File: src/rtl/craps_game_ctrl.sv
// rtl/craps_game_ctrl.sv - two-die craps controller: live dice, roll capture, come-out/point rules, tallies
// Dice free-run; a synchronised roll press captures them (or test values) and plays one craps roll.
module craps_game_ctrl #(
  parameter int SIDES   = 6,
  parameter int DIE_W   = 4,
  parameter int SUM_W   = 5,
  parameter int SCORE_W = 8
) (
  input  logic               clock,
  input  logic               reset,
  input  logic               roll,
  input  logic               clr_score,
  input  logic               test_en,
  input  logic [DIE_W-1:0]   test_a,
  input  logic [DIE_W-1:0]   test_b,
  output logic [DIE_W-1:0]   die_a,
  output logic [DIE_W-1:0]   die_b,
  output logic [DIE_W-1:0]   roll_a,
  output logic [DIE_W-1:0]   roll_b,
  output logic [SUM_W-1:0]   roll_sum,
  output logic [SUM_W-1:0]   point,
  output logic [1:0]         state,
  output logic               win,
  output logic               loss,
  output logic [SCORE_W-1:0] wins,
  output logic [SCORE_W-1:0] losses
);

  typedef enum logic [1:0] {
    COMEOUT  = 2'b00,
    POINT_ST = 2'b01,
    WIN_ST   = 2'b10,
    LOSE_ST  = 2'b11
  } state_t;

  localparam logic [DIE_W-1:0]   DIE_ONE   = DIE_W'(1);
  localparam logic [DIE_W-1:0]   DIE_MAX   = DIE_W'(SIDES);
  localparam logic [SUM_W-1:0]   NAT       = SUM_W'(SIDES + 1);
  localparam logic [SUM_W-1:0]   YO        = SUM_W'(2 * SIDES - 1);
  localparam logic [SUM_W-1:0]   BOX       = SUM_W'(2 * SIDES);
  localparam logic [SUM_W-1:0]   TWO       = SUM_W'(2);
  localparam logic [SUM_W-1:0]   THREE     = SUM_W'(3);
  localparam logic [SCORE_W-1:0] SCORE_MAX = '1;

  state_t             cur_st, st_next;
  logic [SUM_W-1:0]   pt_next;
  logic               win_next, loss_next;
  logic [SCORE_W-1:0] wins_next, losses_next;
  logic               s1, s2, s3, roll_pulse;
  logic [DIE_W-1:0]   cap_a, cap_b;
  logic [SUM_W-1:0]   sum;

  assign state = cur_st;

  // die_b steps only when die_a wraps, so the pair walks all SIDES*SIDES combinations
  always_ff @(posedge clock or negedge reset) begin
    if (!reset) begin
      die_a <= DIE_ONE;
      die_b <= DIE_ONE;
    end else begin
      die_a <= (die_a == DIE_MAX) ? DIE_ONE : die_a + DIE_ONE;
      if (die_a == DIE_MAX)
        die_b <= (die_b == DIE_MAX) ? DIE_ONE : die_b + DIE_ONE;
    end
  end

  always_ff @(posedge clock or negedge reset) begin
    if (!reset) begin
      s1 <= 1'b0;
      s2 <= 1'b0;
      s3 <= 1'b0;
    end else begin
      s1 <= roll;
      s2 <= s1;
      s3 <= s2;
    end
  end

  assign roll_pulse = s2 & ~s3;
  assign cap_a      = test_en ? test_a : die_a;
  assign cap_b      = test_en ? test_b : die_b;
  assign sum        = SUM_W'(cap_a) + SUM_W'(cap_b);

  always_ff @(posedge clock or negedge reset) begin
    if (!reset) begin
      cur_st   <= COMEOUT;
      point    <= '0;
      roll_a   <= DIE_ONE;
      roll_b   <= DIE_ONE;
      roll_sum <= '0;
      win      <= 1'b0;
      loss     <= 1'b0;
      wins     <= '0;
      losses   <= '0;
    end else begin
      cur_st <= st_next;
      point  <= pt_next;
      win    <= win_next;
      loss   <= loss_next;
      wins   <= wins_next;
      losses <= losses_next;
      if (roll_pulse) begin
        roll_a   <= cap_a;
        roll_b   <= cap_b;
        roll_sum <= sum;
      end
    end
  end

  // A finished game (WIN/LOSE) treats the next press as a fresh come-out roll
  always_comb begin
    st_next = cur_st;
    pt_next = point;
    if (roll_pulse) begin
      if (cur_st == POINT_ST) begin
        if (sum == point) begin
          st_next = WIN_ST;
          pt_next = '0;
        end else if (sum == NAT) begin
          st_next = LOSE_ST;
          pt_next = '0;
        end
      end else begin
        if (sum == NAT || sum == YO) begin
          st_next = WIN_ST;
          pt_next = '0;
        end else if (sum == TWO || sum == THREE || sum == BOX) begin
          st_next = LOSE_ST;
          pt_next = '0;
        end else begin
          st_next = POINT_ST;
          pt_next = sum;
        end
      end
    end
  end

  // Clear takes priority over a same-edge tally increment
  always_comb begin
    win_next    = (st_next == WIN_ST);
    loss_next   = (st_next == LOSE_ST);
    wins_next   = wins;
    losses_next = losses;
    if (clr_score) begin
      wins_next   = '0;
      losses_next = '0;
    end else if (roll_pulse) begin
      if (st_next == WIN_ST && wins != SCORE_MAX)
        wins_next = wins + SCORE_W'(1);
      if (st_next == LOSE_ST && losses != SCORE_MAX)
        losses_next = losses + SCORE_W'(1);
    end
  end

endmodule

File: config.mk
export PLATFORM = sky130hd
export DESIGN_NAME = craps_game_ctrl
export DESIGN_NICKNAME = d
export VERILOG_FILES = /design/src/rtl/craps_game_ctrl.sv
export SDC_FILE = /design/constraint.sdc
export NUM_CORES = 1
export LEC_CHECK = 0
export ABC_AREA = 1
export CAP_MARGIN = 20
export CORE_MARGIN = 2
export CORE_UTILIZATION = 35
export CTS_CLUSTER_SIZE = 12
export DETAILED_ROUTE_END_ITERATION = 6
export SLEW_MARGIN = 0
export SYNTH_ARGS = -nofsm -noshare
export SYNTH_HDL_FRONTEND = slang
export SYNTH_SLANG_ARGS = --single-unit
File: constraint.sdc
create_clock -name clock -period 4.75 [get_ports clock]
set_clock_uncertainty 0.2 [all_clocks]
set_input_delay 0.475 -clock clock [delete_from_list [all_inputs] [get_ports clock]]
set_output_delay 0.475 -clock clock [all_outputs]
set_load 0.1 [all_outputs]
==> impl_summary.txt <==
----------------------------------------------------
[Route]
  Residual DRC ... 0
  Routed wire length ... roughly 6000 um
  Routed vias/inst ... ~4.6
  Detailed router's first-iteration violation count ... 77
  Overall via count from detail_route ... between 2000 and 2500
  Average detailed-routed wire length per instance ... 12.1 um
  Detailed-routing iteration count for the pre-antenna-repair pass ... 4
  Antenna Violating Nets Remaining ... 0

[STA]
  Post-route setup TNS ... 0 ns
  Worst rel slew slack ... 0.323
  Post-route setup slack ... ~1.2 ns
  Count of endpoints failing setup in the final report ... 0
  Setup repair after global routing missed its margin ... no
  Highest clock frequency the design can meet ... around 280 MHz
  Final number of hold-violating endpoints ... 0
  Post-route fraction of the period consumed by the critical path ... 0.742
  Tightest Pin Transition ... about 1.0 ns
  Final worst path period need ... 3.52 ns
  Max-slew violations ... 0

[Global route]
  GRT Residual Overflow ... 0
  Number of antenna violations at the first check in global routing ... 0
  Pin count of the biggest net entering global routing ... 50
  First-pass GRT wire length ... ~11000 um
  Vias in the first global route ... approximately 2200
  Global Route Usage Sum ... 0.155

[Synthesis]
  Sequential cell area fraction in the yosys report ... 0.459
  Cells after Synth ... between 300 and 400
  Mapped Area ... ~2700 sq um
  Post-synthesis net count ... between 300 and 400
  Average footprint of a synthesized cell ... 7.99 sq um
  Distinct cells, synth ... 28
  Yosys reg bits ... between 40 and 50
  Warnings, synthesis ... 0

[Status]
  Run status ... finished, final reports clean

[Finish]
  Layout-stage area growth over the synthesis result ... 29.0%
  Final cell count without fillers ... just under 500
  Total number of nets in the final design ... approximately 420
  Number of antenna diodes ... 0
  Fraction of layout instances using a drive strength above 1 ... 0.103
  Count of filler cells inserted in the layout ... around 720

[Worst setup path]
  Endpoint kind of the worst setup timing path ... flop
  R2R Setup Slk ... between 1.5 and 2 ns
  Startpoint type of the worst setup path ... input port
  Critical path required time ... between 4 and 5 ns
  Critical-path maximum fanout ... 14
  Reg-to-Reg Start ... die_b[0]
  Setup CP Type ... in -> reg
  Worst Path Arrival ... about 3.6 ns
  Endpoint of the most critical register-to-register path ... wins[0]
  R2R cell count ... 17

[Flow run]
  Max-cap violations ... 0

[Power]
  Internal ... around 0.00075 W
  Switching pwr ... 0.000772 W
  Part of the total power dissipated in sequential elements ... 0.339
  Worst vdd ir ... roughly 0.0002 V
  Switching power as a share of total power ... 0.508
  Total chip power ... about 0.0015 W
  Clock network fraction of design power ... 0.164
  Fraction of power consumed by combinational cells ... 0.497
  Leak pwr ... 1.64 nW
  Pwr/cell area ... about 440 nW/um^2

[CTS]
  Hold buffer count at CTS ... 0
  CTS tree ... done
  Sink Count ... 49
  Clock slew at the register clock pins of the worst setup and hold paths ... 0.09 ns
  CTS H-tree lvls ... 2
  Clock latency on the worst-skew pair ... about 0.31 ns
  Post-CTS repair timing setup buffer count ... 0
  Root buf cell ... sky130_fd_sc_hd__clkbuf_8
  Maximum count of clock buffers along a single path ... 2
  Total CTS buffers ... 5
  Total of cells resized after clock tree synthesis ... 0

[Floorplan]
  Die area ... approximately 8400 sq um
  Top-level I/O count ... 59
  Initial standard-cell utilization of the core ... 0.366
  Die Y-Extent ... 91.6 um
  Area of the core region ... between 7000 and 8000 sq um
  Rows ... 31
  Die span in x ... between 90 and 100 um

[Min path]
  Worst min-delay path category ... in -> async

[Placement]
  RePlAce Congestion ... around 0.79
  Post-detail-place hpwl ... ~4500 um
  IO buf count ... 58
  Worst setup slack after placement ... 0.892 ns
  DP Cell Count ... roughly 490

----------------------------------------------------
-- metal layers --
| layer | part of all wire | routed length (um) | vias to the layer above | GRT usage |
|---|---|---|---|---|
| met1 | 0.50 | 2980 | 1046 | 0.214 |
| met5 | 0 | 0 | - | 0 |
| met3 | 0.031 | 184 | 7 | 0.0349 |
| li1 | - | - | 1200 | - |
| met4 | 0.011 | 64 | 0 | 0.0404 |
| met2 | 0.46 | 2760 | 36 | 0.244 |
-- worst max-delay path, stage by stage --
cell                              delay (ns)
sky130_fd_sc_hd__clkdlybuf4s50_1        0.70
sky130_fd_sc_hd__o21ai_0                0.23
sky130_fd_sc_hd__ha_1                   0.27
sky130_fd_sc_hd__fa_1                   0.60
sky130_fd_sc_hd__inv_1                  0.07
sky130_fd_sc_hd__nand2_1                0.06
sky130_fd_sc_hd__nand2_1                0.05
sky130_fd_sc_hd__nor2_1                 0.10
sky130_fd_sc_hd__nand3_2                0.07
sky130_fd_sc_hd__nor2_2                 0.10
sky130_fd_sc_hd__nand3_2                0.10
sky130_fd_sc_hd__nand3_1                0.10
sky130_fd_sc_hd__nand3_2                0.10
sky130_fd_sc_hd__nand2_4                0.10
sky130_fd_sc_hd__nand3_4                0.15
sky130_fd_sc_hd__nand2_4                0.15
sky130_fd_sc_hd__nand2_1                0.08
sky130_fd_sc_hd__nand2_1                0.06
-- cells by family (layout without fill, tap and decap cells) --
kind of cell	Yosys count	after routing	share of synthesized area
AOI/OAI and AO/OA	26	26	0.0545
xor gates and xnor gates	11	11	0.0359
adders and majority gates	7	7	0.0354
buffers and inverters	44	105	0.0615
DFF	49	49	0.459
muxes	2	2	0.00839
and+or+nand+nor	197	197	0.346
-- area by class of cell --
class                           count  area [sq um]  area share
Clock inverter                      3          22.5     0.00650
Sequential cell                    49          1230       0.355
Inverter                           37           139      0.0401
Timing Repair Buffer               60           591       0.170
Multi-Input combinational cell    243          1290       0.372
Tap cell                           99           124      0.0358
Clock buffer                        5          68.8      0.0199
-- through the flow --
step | cell area (sq um) | hold WS (ns) | util
2_1_floorplan | 2690 | -0.0206 | -
3_3_place_gp | 3370 | 0.132 | 0.460
3_5_place_dp | 3370 | 0.146 | 0.460
4_1_cts | 3460 | 0.0703 | 0.473
5_1_grt | 3460 | 0.0866 | 0.473
6_report | 3460 | 0.0402 | 0.473
-- sequential cells by signal, indices dropped and copies added, names as in the netlist --
register,count
die_a,4
die_b,4
loss,1
losses,8
point,5
roll_a,4
roll_b,4
roll_sum,5
s1,1
s2,1
s3,1
state,2
win,1
wins,8
-- power groups by stage --
| stage | clock network, W | logic (W) | registers [W] |
|---|---|---|---|
| after global routing | 0.000282 | 0.000806 | 0.000526 |
| after CTS | 0.000263 | 0.000762 | 0.000518 |
| after floorplan | 0 | 0.000192 | 0.000914 |
| final | 0.000249 | 0.000756 | 0.000516 |
| after detailed placement | 0 | 0.000760 | 0.000526 |
| after global placement | 0 | 0.000759 | 0.000525 |
-- synth_stat cells, drive strengths merged --
cell / instances / area share
nor4: 3 / 0.0070
nand3: 44 / 0.10
inv: 36 / 0.050
nor3: 6 / 0.011
ha: 6 / 0.028
xnor2: 2 / 0.0065
dfrtp: 45 / 0.42
dfstp: 4 / 0.039
a21boi: 1 / 0.0028
fa: 1 / 0.0075
clkbuf: 7 / 0.0098
mux2: 2 / 0.0084
o21ai: 19 / 0.037
nand4: 1 / 0.0023
nor2: 31 / 0.044
nand2: 109 / 0.17
nor3b: 3 / 0.0084
a21oi: 3 / 0.0056
xor2: 9 / 0.029
a31oi: 3 / 0.0093
clkinv: 1 / 0.0014
-- worst max-delay path by stage --
| stage | start | to |
|---|---|---|
| detailed placement | test_en | wins[7] |
| finish | test_en | wins[0] |
| global route | test_en | losses[2] |
| floorplan | die_b[1] | losses[6] |
| global placement | test_en | wins[4] |
| CTS | test_en | wins[0] |
-- cells in the final DEF, fill, tap and decap left out --
cell and count:
sky130_fd_sc_hd__clkdlybuf4s50_1 57, sky130_fd_sc_hd__o21ai_0 18, sky130_fd_sc_hd__a31oi_2 1, sky130_fd_sc_hd__nand2_2 10
sky130_fd_sc_hd__a21oi_1 3, sky130_fd_sc_hd__o21ai_2 1, sky130_fd_sc_hd__xor2_1 9, sky130_fd_sc_hd__nor2_2 1
sky130_fd_sc_hd__nand3_4 2, sky130_fd_sc_hd__nor2_1 30, sky130_fd_sc_hd__nand3_1 36, sky130_fd_sc_hd__dfstp_2 4
sky130_fd_sc_hd__dfrtp_1 45, sky130_fd_sc_hd__nand2_1 96, sky130_fd_sc_hd__nor3_1 6, sky130_fd_sc_hd__nand3_2 6
sky130_fd_sc_hd__xnor2_1 2, sky130_fd_sc_hd__a31oi_1 2, sky130_fd_sc_hd__a21boi_0 1, sky130_fd_sc_hd__buf_4 2
sky130_fd_sc_hd__clkbuf_8 5, sky130_fd_sc_hd__ha_1 6, sky130_fd_sc_hd__buf_2 1, sky130_fd_sc_hd__nand4_1 1
sky130_fd_sc_hd__clkinvlp_4 3, sky130_fd_sc_hd__nor3b_1 3, sky130_fd_sc_hd__nand2_4 3, sky130_fd_sc_hd__clkinv_1 1
sky130_fd_sc_hd__nor4_1 3, sky130_fd_sc_hd__fa_1 1, sky130_fd_sc_hd__inv_1 36, sky130_fd_sc_hd__mux2_2 2
No activity file was read; power rests on OpenSTA's default activity.
